==> src/rtl/regs_wb_arb_pkg.sv <==
// Shared constants for the GPR write-back arbiter: register-file geometry and write-source encoding.
// RV32E_BASE_ISA shrinks the register file to 16 entries.
package regs_wb_arb_pkg;

`ifdef RV32E_BASE_ISA
   localparam int WB_NREG = 16;
`else
   localparam int WB_NREG = 32;
`endif
   localparam int WB_AW = 5;
   localparam int WB_DW = 32;

   typedef enum logic [1:0] {
      WB_SRC_EX  = 2'd0,
      WB_SRC_MEM = 2'd1,
      WB_SRC_DIV = 2'd2,
      WB_SRC_BUS = 2'd3
   } wb_src_e;

endpackage

==> src/rtl/regs_wb_arb_sb.sv <==
// Busy-bit scoreboard for long-latency destinations; lookup is combinational, set/clear land next cycle.
// Never stalls; x0 and addresses at or above NREG are never marked busy.
module regs_wb_arb_sb
   import regs_wb_arb_pkg::*;
#(
   parameter int NREG = WB_NREG,
   parameter int AW   = WB_AW
) (
   input  logic          clk,
   input  logic          rst_n,
   input  logic          set_i,
   input  logic [AW-1:0] set_addr_i,
   input  logic          clr_i,
   input  logic [AW-1:0] clr_addr_i,
   input  logic [AW-1:0] raddr1_i,
   input  logic [AW-1:0] raddr2_i,
   output logic          busy1_o,
   output logic          busy2_o
);

   logic [NREG-1:0] busy;

   // One-hot decode that leaves x0 and out-of-range addresses all-zero.
   function automatic logic [NREG-1:0] dec(input logic [AW-1:0] a);
      logic [NREG-1:0] m;
      m = '0;
      for (int i = 1; i < NREG; i++) m[i] = (int'(a) == i);
      return m;
   endfunction

   always_ff @(posedge clk or negedge rst_n) begin
      if (!rst_n) begin
         busy <= '0;
      end else begin
         busy <= (busy & ~({NREG{clr_i}} & dec(clr_addr_i))) | ({NREG{set_i}} & dec(set_addr_i));
      end
   end

   assign busy1_o = |(busy & dec(raddr1_i));
   assign busy2_o = |(busy & dec(raddr2_i));

endmodule

==> src/rtl/regs_wb_arb.sv <==
// Four-source write-back arbiter (EX > round-robin MEM/DIV > BUS) into one registered GPR write port; 1-cycle latency.
// EX is never stalled and blocks all others; WB_FWD_EN swaps the write-port hazard term for forwarding outputs.
module regs_wb_arb
   import regs_wb_arb_pkg::*;
#(
   parameter int NREG = WB_NREG,
   parameter int AW   = WB_AW,
   parameter int DW   = WB_DW
) (
   input  logic          clk,
   input  logic          rst_n,
   input  logic          ex_vld_i,
   input  logic [AW-1:0] ex_addr_i,
   input  logic [DW-1:0] ex_data_i,
   input  logic          mem_vld_i,
   input  logic [AW-1:0] mem_addr_i,
   input  logic [DW-1:0] mem_data_i,
   output logic          mem_rdy_o,
   input  logic          div_vld_i,
   input  logic [AW-1:0] div_addr_i,
   input  logic [DW-1:0] div_data_i,
   output logic          div_rdy_o,
   input  logic          bus_vld_i,
   input  logic [AW-1:0] bus_addr_i,
   input  logic [DW-1:0] bus_data_i,
   output logic          bus_rdy_o,
   input  logic          sb_set_i,
   input  logic [AW-1:0] sb_addr_i,
   input  logic [AW-1:0] raddr1_i,
   input  logic [AW-1:0] raddr2_i,
   output logic          hazard_o,
`ifdef WB_FWD_EN
   output logic          fwd1_vld_o,
   output logic [DW-1:0] fwd1_data_o,
   output logic          fwd2_vld_o,
   output logic [DW-1:0] fwd2_data_o,
`endif
   output logic          we_o,
   output logic [AW-1:0] waddr_o,
   output logic [DW-1:0] wdata_o
);

   logic          rr_div;   // set: DIV wins the next MEM/DIV contest
   logic          mem_go, div_go, bus_go, any_go, sel_ok;
   logic          busy1, busy2;
   wb_src_e       src;
   logic [AW-1:0] sel_addr;
   logic [DW-1:0] sel_data;

   // Each rdy depends only on the other sources, never on its own vld.
   assign mem_rdy_o = rst_n & ~ex_vld_i & (~div_vld_i | ~rr_div);
   assign div_rdy_o = rst_n & ~ex_vld_i & (~mem_vld_i | rr_div);
   assign bus_rdy_o = rst_n & ~ex_vld_i & ~mem_vld_i & ~div_vld_i;

   assign mem_go = mem_vld_i & mem_rdy_o;
   assign div_go = div_vld_i & div_rdy_o;
   assign bus_go = bus_vld_i & bus_rdy_o;
   assign any_go = ex_vld_i | mem_go | div_go | bus_go;

   always_comb begin
      src = WB_SRC_BUS;
      if (ex_vld_i)    src = WB_SRC_EX;
      else if (mem_go) src = WB_SRC_MEM;
      else if (div_go) src = WB_SRC_DIV;
      case (src)
         WB_SRC_EX:  begin sel_addr = ex_addr_i;  sel_data = ex_data_i;  end
         WB_SRC_MEM: begin sel_addr = mem_addr_i; sel_data = mem_data_i; end
         WB_SRC_DIV: begin sel_addr = div_addr_i; sel_data = div_data_i; end
         default:    begin sel_addr = bus_addr_i; sel_data = bus_data_i; end
      endcase
   end

   // x0 and nonexistent registers complete the handshake but never reach the GPR file.
   assign sel_ok = (sel_addr != '0) && (int'(sel_addr) < NREG);

   always_ff @(posedge clk or negedge rst_n) begin
      if (!rst_n) begin
         we_o    <= 1'b0;
         waddr_o <= '0;
         wdata_o <= '0;
         rr_div  <= 1'b0;
      end else begin
         we_o <= any_go & sel_ok;
         if (any_go) begin
            waddr_o <= sel_addr;
            wdata_o <= sel_data;
         end
         if (mem_go)      rr_div <= 1'b1;
         else if (div_go) rr_div <= 1'b0;
      end
   end

   regs_wb_arb_sb #(.NREG(NREG), .AW(AW)) u_sb (
      .clk        (clk),
      .rst_n      (rst_n),
      .set_i      (sb_set_i),
      .set_addr_i (sb_addr_i),
      .clr_i      (mem_go | div_go),
      .clr_addr_i (mem_go ? mem_addr_i : div_addr_i),
      .raddr1_i   (raddr1_i),
      .raddr2_i   (raddr2_i),
      .busy1_o    (busy1),
      .busy2_o    (busy2)
   );

`ifdef WB_FWD_EN
   assign fwd1_vld_o  = we_o & (waddr_o == raddr1_i) & (raddr1_i != '0);
   assign fwd2_vld_o  = we_o & (waddr_o == raddr2_i) & (raddr2_i != '0);
   assign fwd1_data_o = wdata_o;
   assign fwd2_data_o = wdata_o;
   assign hazard_o    = busy1 | busy2;
`else
   assign hazard_o = busy1 | busy2 |
                     (we_o & (((waddr_o == raddr1_i) & (raddr1_i != '0)) |
                              ((waddr_o == raddr2_i) & (raddr2_i != '0))));
`endif

endmodule

==> config.mk <==
export PLATFORM = sky130hd
export DESIGN_NAME = regs_wb_arb
export DESIGN_NICKNAME = d
export VERILOG_FILES = /design/src/rtl/regs_wb_arb_pkg.sv /design/src/rtl/regs_wb_arb_sb.sv /design/src/rtl/regs_wb_arb.sv
export SDC_FILE = /design/constraint.sdc
export NUM_CORES = 1
export LEC_CHECK = 0
export BUFFER_PORTS_ARGS = -buffer_cell sky130_fd_sc_hd__buf_2
export CAP_MARGIN = 5
export CORE_ASPECT_RATIO = 1.5
export CORE_MARGIN = 2
export CORE_UTILIZATION = 31
export CTS_BUF_LIST = sky130_fd_sc_hd__clkbuf_8
export DETAILED_ROUTE_END_ITERATION = 10
export GPL_TIMING_DRIVEN = 0
export PLACE_DENSITY = 0.64
export SLEW_MARGIN = 25
export SYNTH_ARGS = -nofsm -noshare
export SYNTH_HDL_FRONTEND = slang
export SYNTH_SLANG_ARGS = --single-unit
export TNS_END_PERCENT = 100
==> constraint.sdc <==
create_clock -name clk -period 5.9 [get_ports clk]
set_clock_uncertainty 0.1 [all_clocks]
set_input_delay 1.18 -clock clk [delete_from_list [all_inputs] [get_ports clk]]
set_output_delay 1.18 -clock clk [all_outputs]
set_load 0.01 [all_outputs]
==> impl_metrics.toml <==
[yosys]
synth_compound_area_share_pct = 33.8
synth_nets = 683
synth-seq-cells = 70
yosysWarnings = 0
synth.area.mux_share_pct = 4.42
syn-cell-area_um2 = 4470
synth-seq-area-share_pct = 39.2
synth_top_family_by_area = "compound AO/OA/AOI/OAI gates"
synthSimpleGateAreaFrac_pct = 16.5
synth-edff-count = 0
synth-adder-area-share_pct = 0
synth_cell_types = 59
synth-xor-area-share_pct = 1.57
syn-mean-instance-area_um2 = 8.71
synthArstFlopShare_pct = 100
ys.flop_type = "dfrtp_1"
syn_inst = 513

[detailed_routing]
vias = 5119
route.detailed.wl_per_inst_um = 18.7
routed_wirelength_um = 17400
drtIter0Drc = 189
antenna_left = 0
firstDrtPassIters = 4
via_per_inst = 5.52
drc = 0

[clock_network]
cts_resized = 0
cts_setup_buffers = 0
ctsHoldBuffers = 0
cts-root-buf = "clkbuf_8"
path_clk_slew_ps = 70
clock_path_buffers = 2
tritoncts = "built"
worst_skew_pair.late_latency_ps = 340
numCtsBuffers = 9
clock_sinks = 70
cts-htree-levels = 3

[critical_path]
critPathCaptureType = "output pin"
cp.required_ps = 4620
cp.arrival_ps = 3160
path_class = "in -> out"
crit_fanout = 10
start_kind = "input port"

[layout]
mostFrequentLayoutCells = "buf_2 (208), dfrtp_1 (70), a22oi_1 (57)"
nets = 901
fillers = 1527
final_common_cell = "buf_2"
multiInputGateArea_um2 = 2520
syn2layout_area_growth_pct = 34.2
num_antenna_cells = 0
ff_latch_area_um2 = 1750
postLayoutCoreUtil_pct = 42.7
drive_gt1_share_pct = 32.1

[grt]
grt_usage_pct = 22.8
grt_antenna_before_repair = 0
grt-ovfl-total = 0
grt_max_degree = 45
grt_pass1_vias = 5150
grt_pass1_wl_um = 27200

[power]
intPower_mw = 1.01
power_leakage_nw = 2.55
peakVddDrop_uv = 114
p_comb_share_pct = 27.7
switchingPower_uw = 496
pwr-share-clk_pct = 29.4
seqPwrFrac_pct = 42.9
totalPowerFinal_mw = 1.50
power.density_nw_per_um2 = 250
netSwitchingFraction_pct = 33.0

[sta]
rsz0062_at_grt = "no"
worst_pin_slew_ps = 998
fin_setup_tns_ps = 0
fmax_mhz = 225
relSlewSlack_pct = 33.1
worst_hold_slack_ps = 431
setup_viol = 0
setup_slack_ps = 1460
finalHoldViolations = 0
layout_min_cycle_time_ps = 4440
period_share_pct = 75.3
drv_slew = 0

[placed_design]
place_worst_setup_slack_ps = 1540
portBuffers = 206
gp_congestion = 0.923
hpwl_um = 14300

[floorplanning]
dieArea_um2 = 15400
die_h_um = 151
initial_core_util_pct = 31.8
core_um2 = 14100
die_width_um = 102
ios = 212
num_rows = 53

[min_path]
hold_path.class = "reg -> reg"

[status]
status = "complete, no violations"

[flow_run]
cap_violations = 0
## state kept, by name, summed over array words and instances, names as in the netlist
name / count
u_sb.busy: 31
we_o: 1
rr_div: 1
waddr_o: 5
wdata_o: 32
## power groups by stage
| stage | clock, mW | combinational, mW | sequential, mW |
|---|---|---|---|
| 2_1_floorplan | 0 | 0.220 | 0.641 |
| 3_3_place_gp | 0 | 0.410 | 0.649 |
| 3_5_place_dp | 0 | 0.415 | 0.651 |
| 4_1_cts | 0.451 | 0.416 | 0.642 |
| 5_1_grt | 0.468 | 0.465 | 0.656 |
| 6_report | 0.441 | 0.416 | 0.644 |
## critical path, stage by stage
cell and delay [ps]:
clkbuf_1 400, buf_1 410, and4b_1 240, o21ai_0 150, nand4b_1 170, o22a_1 220
a221o_1 260, buf_2 140
## per-stage QoR
| stage | cells | cell area [um2] |
|---|---|---|
| final | 928 | 6000 |
| after floorplan | 513 | 4470 |
| after global routing | 928 | 6000 |
| after CTS | 928 | 6000 |
| after detailed placement | 912 | 5780 |
| after global placement | 911 | 5740 |
## synth_stat cells, types with 6 or more instances
master,number,area share (%)
a22oi_1,57,9.6
o21ai_0,36,4.0
nand3b_1,9,1.5
nand2_1,23,1.9
a31oi_1,28,3.9
xnor2_1,8,1.6
dfrtp_1,70,39
clkbuf_1,33,2.8
inv_1,9,0.76
mux2_1,6,1.5
a21oi_1,21,2.4
a221oi_1,12,2.4
nand2b_1,12,1.7
nor3_1,8,0.90
nor2_1,38,3.2
o31ai_1,6,1.0
nand3_1,11,1.2
o21ai_1,34,3.8
nor2b_1,12,1.7
## cell families after synthesis
group           Yosys count
compound gates          230
simple gates            139
xor+xnor                  8
buf+inv                  50
flops                    70
mux                      16
## final timing paths
path	from	to	slack, ps	cells past startpoint
setup / recovery	raddr1_i[0]	hazard_o	1460	8
hold / removal	u_sb.busy[15]	u_sb.busy[15]	430	2
setup reg to reg	rr_div	u_sb.busy[1]	3440	6
hold reg to reg	u_sb.busy[15]	u_sb.busy[15]	430	2
max in group asynchronous	rst_n	wdata_o[12]	4460	2
min in group asynchronous	rst_n	wdata_o[21]	670	1
## final cells by class
| type | instances | share of cell area (%) |
|---|---|---|
| Sequential cell | 70 | 29.2 |
| Tap cell | 192 | 4.00 |
| Inverter | 9 | 0.563 |
| Clock inverter | 6 | 1.44 |
| Clock buffer | 10 | 2.29 |
| Timing Repair Buffer | 207 | 17.7 |
| Multi-Input combinational cell | 393 | 42.1 |
| Buffer | 41 | 2.75 |
## per-layer routing
metal	wire length, um	global-route usage (%)	up-vias
li1	-	-	2429
met1	6700	27.8	2412
met2	8700	38.9	249
met3	1650	6.00	29
met4	338	7.33	0
met5	0	0	-
Note: power is estimated with default switching activity, not from simulation.
